## src/rtl/fsic_io_serdes_rx.sv

```systemverilog
// Receive deserializer for the io_serdes link: recovers pCLK_RATIO-bit words from the
// forwarded-clock serial stream and finds frame alignment by bit-slipping against a training word.
module fsic_io_serdes_rx #(
   parameter int                    pCLK_RATIO     = 4,
   parameter logic [pCLK_RATIO-1:0] pTRAIN_PATTERN = pCLK_RATIO'(1),
   parameter int                    pLOCK_CNT      = 4
) (
   input  logic                                 ioclk,
   input  logic                                 axis_rst_n,
   input  logic                                 serial_data_in,
   input  logic                                 link_active,
   input  logic                                 realign,
   output logic [pCLK_RATIO-1:0]                rxdata_out,
   output logic                                 rxdata_valid,
   output logic                                 rx_locked,
   output logic [$clog2(pCLK_RATIO)-1:0]        rx_phase
);

   localparam int PW = $clog2(pCLK_RATIO);

   localparam logic [1:0] IDLE   = 2'd0;
   localparam logic [1:0] TRAIN  = 2'd1;
   localparam logic [1:0] LOCKED = 2'd2;

   localparam logic [PW-1:0] LAST_BIT = PW'(pCLK_RATIO - 1);
   localparam logic [7:0]    LOCK_MAX = 8'(pLOCK_CNT);

   logic [1:0]            state;
   logic [pCLK_RATIO-1:0] sr;
   logic [PW-1:0]         bit_cnt;
   logic [7:0]            match_cnt;
   logic                  slip_pend;
   logic [pCLK_RATIO-1:0] frame_word;
   logic                  boundary;

   // The word completed by this edge: the incoming bit becomes the MSB.
   assign frame_word = {serial_data_in, sr[pCLK_RATIO-1:1]};
   assign boundary   = link_active && (bit_cnt == LAST_BIT);

   // NOTE: non-blocking assignments throughout so every flop samples pre-edge values.
   always_ff @(posedge ioclk or negedge axis_rst_n) begin
      if (!axis_rst_n) begin
         state        <= IDLE;
         sr           <= '0;
         bit_cnt      <= '0;
         match_cnt    <= '0;
         slip_pend    <= 1'b0;
         rxdata_out   <= '0;
         rxdata_valid <= 1'b0;
         rx_locked    <= 1'b0;
         rx_phase     <= '0;
      end else begin
         rxdata_valid <= 1'b0;
         if (!link_active) begin
            state     <= IDLE;
            bit_cnt   <= '0;
            match_cnt <= '0;
            slip_pend <= 1'b0;
            rx_locked <= 1'b0;
         end else begin
            sr <= frame_word;
            // A slip is one held count, which stretches the next frame to R+1 bits.
            if (slip_pend) slip_pend <= 1'b0;
            else           bit_cnt   <= bit_cnt + PW'(1);

            case (state)
               IDLE: begin
                  state     <= TRAIN;
                  match_cnt <= '0;
               end
               TRAIN: begin
                  if (realign) begin
                     match_cnt <= '0;
                  end else if (boundary) begin
                     if (frame_word == pTRAIN_PATTERN) begin
                        if (match_cnt + 8'd1 >= LOCK_MAX) begin
                           match_cnt <= LOCK_MAX;
                           state     <= LOCKED;
                           rx_locked <= 1'b1;
                        end else begin
                           match_cnt <= match_cnt + 8'd1;
                        end
                     end else begin
                        match_cnt <= '0;
                        slip_pend <= 1'b1;
                        rx_phase  <= rx_phase + PW'(1);
                     end
                  end
               end
               LOCKED: begin
                  if (realign) begin
                     state     <= TRAIN;
                     match_cnt <= '0;
                     rx_locked <= 1'b0;
                  end else if (boundary) begin
                     rxdata_out   <= frame_word;
                     rxdata_valid <= 1'b1;
                  end
               end
               default: state <= IDLE;
            endcase
         end
      end
   end

endmodule

```

## config.mk

```make
export PLATFORM = sky130hd
export DESIGN_NAME = fsic_io_serdes_rx
export DESIGN_NICKNAME = d
export VERILOG_FILES = /design/src/rtl/fsic_io_serdes_rx.sv
export SDC_FILE = /design/constraint.sdc
export NUM_CORES = 1
export LEC_CHECK = 0
export ABC_AREA = 0
export CORE_MARGIN = 8
export CORE_UTILIZATION = 50
export DETAILED_ROUTE_END_ITERATION = 7
export PLACE_DENSITY = 0.73
export SYNTH_ARGS = -nofsm -noshare
export SYNTH_HDL_FRONTEND = slang
export SYNTH_SLANG_ARGS = --single-unit
```

## constraint.sdc

```tcl
create_clock -name ioclk -period 2 [get_ports ioclk]
set_clock_uncertainty 0.2 [all_clocks]
set_input_delay 0.4 -clock ioclk [delete_from_list [all_inputs] [get_ports ioclk]]
set_output_delay 0.4 -clock ioclk [all_outputs]
set_load 0.1 [all_outputs]
```

Word-level counts from Yosys, hierarchy flattened
Index checks and enable logic that the tools add are counted.
- register bits after elaboration: 25
- bits in latches: 0
- bits in writable memories: 0
- memory bits (read-only): 0
- input bits: 5
- output and inout bits: 8
- memories kept: 0
- $add $sub $neg: 3
- multipliers: 0
- divide/modulo/power cells: 0
- $lt $le $gt $ge: 1
- equal/unequal tests: 13
- shift-type cells: 0
- mux-type cells: 32
- bitwise gates (word level): 2
- reduce and logical (&&, ||, !) cells: 7
- operator list (cell ; count):
    $mux W8 ; 6
    $pmux W8 S3 ; 1
    $mux W2 ; 8
    $mux W1 ; 15
    $ne A3 B3 Y1 const B ; 5
    $reduce_and A5 Y1 ; 2
    $add A8 B1 Y8 const B ; 1
    $ge A8 B3 Y1 const B ; 1
    $pmux W2 S3 ; 1
    $reduce_and A6 Y1 ; 1
    $add A2 B1 Y2 const B ; 2
    $eq A2 B2 Y1 const B ; 2
    $eq A4 B1 Y1 const B ; 1
    $ne A4 B1 Y1 const B ; 1
    $ne A4 B4 Y1 const B ; 1
    $reduce_and A4 Y1 ; 1
    $ne A3 B1 Y1 const B ; 1
    $reduce_and A3 Y1 ; 1
    $eq A2 B1 Y1 const B ; 1
    $logic_not A2 Y1 ; 1
    $ne A2 B2 Y1 const B ; 1
    $not A1 Y1 ; 2
    $pmux W1 S2 ; 1
    $logic_and A1 B1 Y1 ; 1

Depth between registers and ports, before layout
- depth after elaboration: 8
- gate-level depth with buffers: 6
- gate-level depth less buffers: 6

Least setup slack after synthesis
OpenSTA, ideal clock, no wires.
- path type: input to register
- from: in serial_data_in
- to: reg match_cnt[1]
- setup time: 0.095 ns
- arrival time: 1.500 ns
- setup slack: 0.205 ns
- stages on the path: 4
- cells stage by stage: or4b_1 -> nor3b_2 -> nand4b_2 -> o31ai_1
- word-level cells in the longest chain between the ends: 6
- ends and longest elaborated chain (what ; RTL line ; RTL):
    from (decl) ; 10 ; input logic serial_data_in,
    $eq A4 B1 Y1 ; 75 ; if (frame_word == pTRAIN_PATTERN) begin
    $mux W8 ; 75 ;
    $mux W8 ; 74 ; end else if (boundary) begin
    $mux W8 ; 72 ; if (realign) begin
    $pmux W8 S3 ; 66 ; case (state)
    $mux W8 ; 54 ; if (!link_active) begin
    to (signal assigned) ; 81 ; match_cnt <= match_cnt + 8'd1;
    to (decl) ; 31 ; logic [7:0] match_cnt;
Every way passes these cells. The select of a mux whose other input is x is not followed.
A chain may end at the register's enable or synchronous reset.

Worst setup path in the final report
- from: reg sr[2]
- to: reg match_cnt[1]
- word-level cells in the longest chain between the ends: 6
- ends and longest elaborated chain (what ; RTL line ; RTL):
    from (decl) ; 29 ; logic [pCLK_RATIO-1:0] sr;
    from (signal assigned) ; 61 ; sr <= frame_word;
    $eq A4 B1 Y1 ; 75 ;
    $mux W8 ; 75 ;
    $mux W8 ; 74 ;
    $mux W8 ; 72 ;
    $pmux W8 S3 ; 66 ;
    $mux W8 ; 54 ;
Every way passes these cells. The select of a mux whose other input is x is not followed.

==> impl_metrics.csv <==
group,metric,value,unit
synthesis,synth-compound-area-share,0.08827,
setup_path,worstPathRequired,2.02,ns
power_and_ir_drop,vdd_drop_max,0.5059,mV
sta,hold-worst-slack,0.2313,ns
floorplanning,core_area,2127,µm²
clock_tree,clk-insertion-delay-late,0.30,ns
synthesis,yosys_warnings,0,
setup_path,start_kind,"register",
detailed_routing,via_count,779,
grt,grt.total_usage,0.1136,
power_and_ir_drop,cellPowerDensity,669.9,nW/µm²
hold_path,min_path_type,"primary input to async pin",
setup_path,cp-end-kind,"register",
sta,relSlewSlack,0.7826,
synthesis,synthTopCellsByArea,"dfrtp_1, nand2_1, and2_1",
synthesis,synth.area.mux_share,0.04065,
clock_tree,cts_sinks,24,
grt,grt_max_degree,25,
detailed_routing,wl_per_cell,14.47,µm
clock_tree,h-tree-depth,1,
clock_tree,cts_max_path_buffers,2,
setup_path,cp_max_fo,5,
synthesis,ys_async_sr_fraction,1.000,
layout,fin_nets,129,
layout,fin_cells,148,
synthesis,seq_area_frac_synth,0.5575,
sta,finalMaxSlewViolations,0,
synthesis,ys.flop_type,"dfrtp_1",
clock_tree,cts_tree,"built",
floorplanning,core.rowCount,17,
layout,post-route-util,0.6771,
sta,max_freq,502.3,MHz
synthesis,synthCells,97,
detailed_routing,drtPass1Iterations,4,
detailed_routing,vias_per_cell,5.264,
floorplanning,ioPinCount,13,
synthesis,yosys.area.top_type_share,0.5575,
place,io_buffers,12,
floorplanning,initial_core_util,0.5065,
detailed_routing,routed_wl,2141,µm
clock_tree,cts_buffers,3,
grt,grt_antenna_before_repair,0,
layout,antenna_cells,0,
place,dp_hpwl,1506,µm
grt,grt_pass1_vias,794,
detailed_routing,antenna_left,0,
power_and_ir_drop,p_leak,0.6845,nW
floorplanning,dieArea,3896,µm²
floorplanning,die_w,62.42,µm
layout,fillers,158,
sta,setup_violations,0,
setup_path,critPathKind,"register to register",
synthesis,synth_edf_count,0,
place,globalplace.congestion,0.7964,
run_status,outcome,"finished, final reports clean",
grt,grt.overflow.total,0,
synthesis,ys_seq_elements,24,
run,maxCapViolCount,0,
sta,worst_pin_slew,0.3216,ns
sta,setup_ws,0.009168,ns
sta,rsz0062_at_grt,"yes",
sta,hold_viol,0,
detailed_routing,first_iter_violations,19,
sta,min_period,1.991,ns
synthesis,syn-cell-area,1077,µm²
detailed_routing,drcViolationCount,0,
synthesis,synthAdderAreaFrac,0.02323,
place,placed_cells,143,
synthesis,avgSynthCellArea,11.11,µm²
synthesis,synth-simple-area-share,0.2369,
clock_tree,clkTransAtPathRegs,0.13,ns
layout,drive_above_1_share,0.2667,
clock_tree,cts-root-buf,"clkbuf_4",
layout,area_delta_synth_final,33.68,%
synthesis,synth_top_family_by_area,"simple AND/OR/NAND/NOR gates",
synthesis,synth_top_cell_by_area,"dfrtp_1",
synthesis,synthDistinctLibCells,32,
synthesis,syn-num-nets,104,
floorplanning,die_h,62.42,µm
grt,grt_pass1_wl,3657,µm
synthesis,synthXorXnorAreaFrac,0.03252,
setup_path,worstPathArrival,2.01,ns
place,pre_cts_slack,-0.4630,ns
sta,min_period_over_period,0.9954,
-- through the flow --
step / instance area, µm² / power [mW] / setup TNS, ns
floorplan: 1077 / 0.6643 / 0
global placement: 1354 / 0.7585 / -1.551
detailed placement: 1354 / 0.7623 / -2.335
CTS: 1400 / 0.9694 / 0
global route: 1440 / 1.011 / -0.1487
finish: 1440 / 0.9648 / 0
-- Yosys cell counts (2+ instances only) --
cell and number:
xnor2_1 3, o21ai_0 5, inv_1 3, nand3_1 2, dfrtp_1 24, nor2_1 2, nor2b_1 2, nor4bb_1 2
and2_1 6, nand2_1 21, mux2_2 3, nand3b_1 2, o31ai_1 2, ha_1 2
-- placed cells by master, fill, tap and decap left out --
cell             synthesis  routed
ha_1                     2       2
a221o_1                  1       1
nand2_1                 21      21
nand3b_1                 2       2
a21boi_1                 1       1
nor4_2                   0       1
a41o_1                   1       1
and3_1                   1       1
buf_12                   0       8
mux2_2                   3       3
nand4b_4                 0       1
dfrtp_1                 24      23
dlymetal6s2s_1           0       1
xor2_1                   1       1
nor4bb_1                 2       2
o21ai_1                  0       1
buf_4                    0       9
clkdlybuf4s50_1          0       3
nor4b_1                  1       1
o21ai_0                  5       4
o31ai_1                  2       1
o31ai_4                  0       1
and3_2                   1       1
o21bai_1                 1       1
a21oi_1                  1       1
nor2_1                   2       2
a221oi_2                 0       1
and2_1                   6       6
dfrtp_2                  0       1
a31oi_1                  1       1
clkbuf_4                 0       3
xnor2_1                  3       3
nand3_1                  2       2
nor3b_4                  0       1
inv_1                    3       3
or4b_4                   0       1
or3_2                    1       1
nor2b_1                  2       2
mux2i_1                  1       1
-- worst paths after layout --
check                                       start                         to  slack (ns)  cells after the start
min in group ioclk                 serial_data_in  rxdata_out[3]$_DFFE_PN0P_        0.24                      4
worst min register to register  sr[1]$_DFFE_PN0P_  rxdata_out[0]$_DFFE_PN0P_        0.32                      2
worst max-delay path            sr[2]$_DFFE_PN0P_   match_cnt[1]$_DFFE_PN0P_       0.009                      4
max in group asynchronous              axis_rst_n   match_cnt[0]$_DFFE_PN0P_        1.11                      2
worst min-delay path                   axis_rst_n   match_cnt[6]$_DFFE_PN0P_        0.23                      2
worst max register to register  sr[2]$_DFFE_PN0P_   match_cnt[1]$_DFFE_PN0P_       0.009                      4
-- worst max-delay path, stage by stage, from the launching register on --
cell      delay (ns)
dfrtp_1         0.44
or4b_4          0.57
nor3b_4         0.29
nand4b_4        0.18
o31ai_1         0.22
-- cell families (layout without fill, tap and decap cells) --
group	Yosys count	count (layout)
and+or+nand+nor	45	45
DFF	24	24
buffers and inverters	4	27
AOI/OAI and AO/OA	14	14
adders and majority gates	2	2
xor gates and xnor gates	4	4
muxes	4	4
-- registers in the layout, indices dropped and copies added, names as in the netlist --
| register | flops |
|---|---|
| slip_pend | 1 |
| rx_phase | 2 |
| rxdata_out | 4 |
| state | 2 |
| bit_cnt | 2 |
| match_cnt | 8 |
| rxdata_valid | 1 |
| rx_locked | 1 |
| sr | 3 |
-- area by class of cell --
type	instances	area, µm²	share of cell area
Timing Repair Buffer	21	270.3	0.1877
Inverter	3	11.26	0.007819
Multi-Input combinational cell	69	499.2	0.3467
Tap cell	28	35.03	0.02433
Sequential cell	24	601.8	0.4179
Clock buffer	3	22.52	0.01564
-- metal layers --
layer	GRT usage	up-vias	wire length (µm)
met2	0.1863	7	1097
met1	0.1377	384	950
met3	0.03226	2	78
met4	0.04274	0	14
met5	0	-	0
li1	-	386	-
-- power breakdown --
part           leakage [nW]  total (mW)  internal, mW  switching [mW]
combinational         0.350       0.219        0.0901           0.129
clock                0.0138       0.204        0.0702           0.134
sequential            0.321       0.542         0.511          0.0307
total                 0.684       0.965         0.671           0.293
-- repair_timing --
action,CTS,global route
endpoints found under the hold margin,0,0
buffers inserted,0,2
gates resized for setup,4,6
setup endpoints to repair,3,6
pin swaps,1,2
hold buffers,0,0
Power figures use the tool's default switching activity.
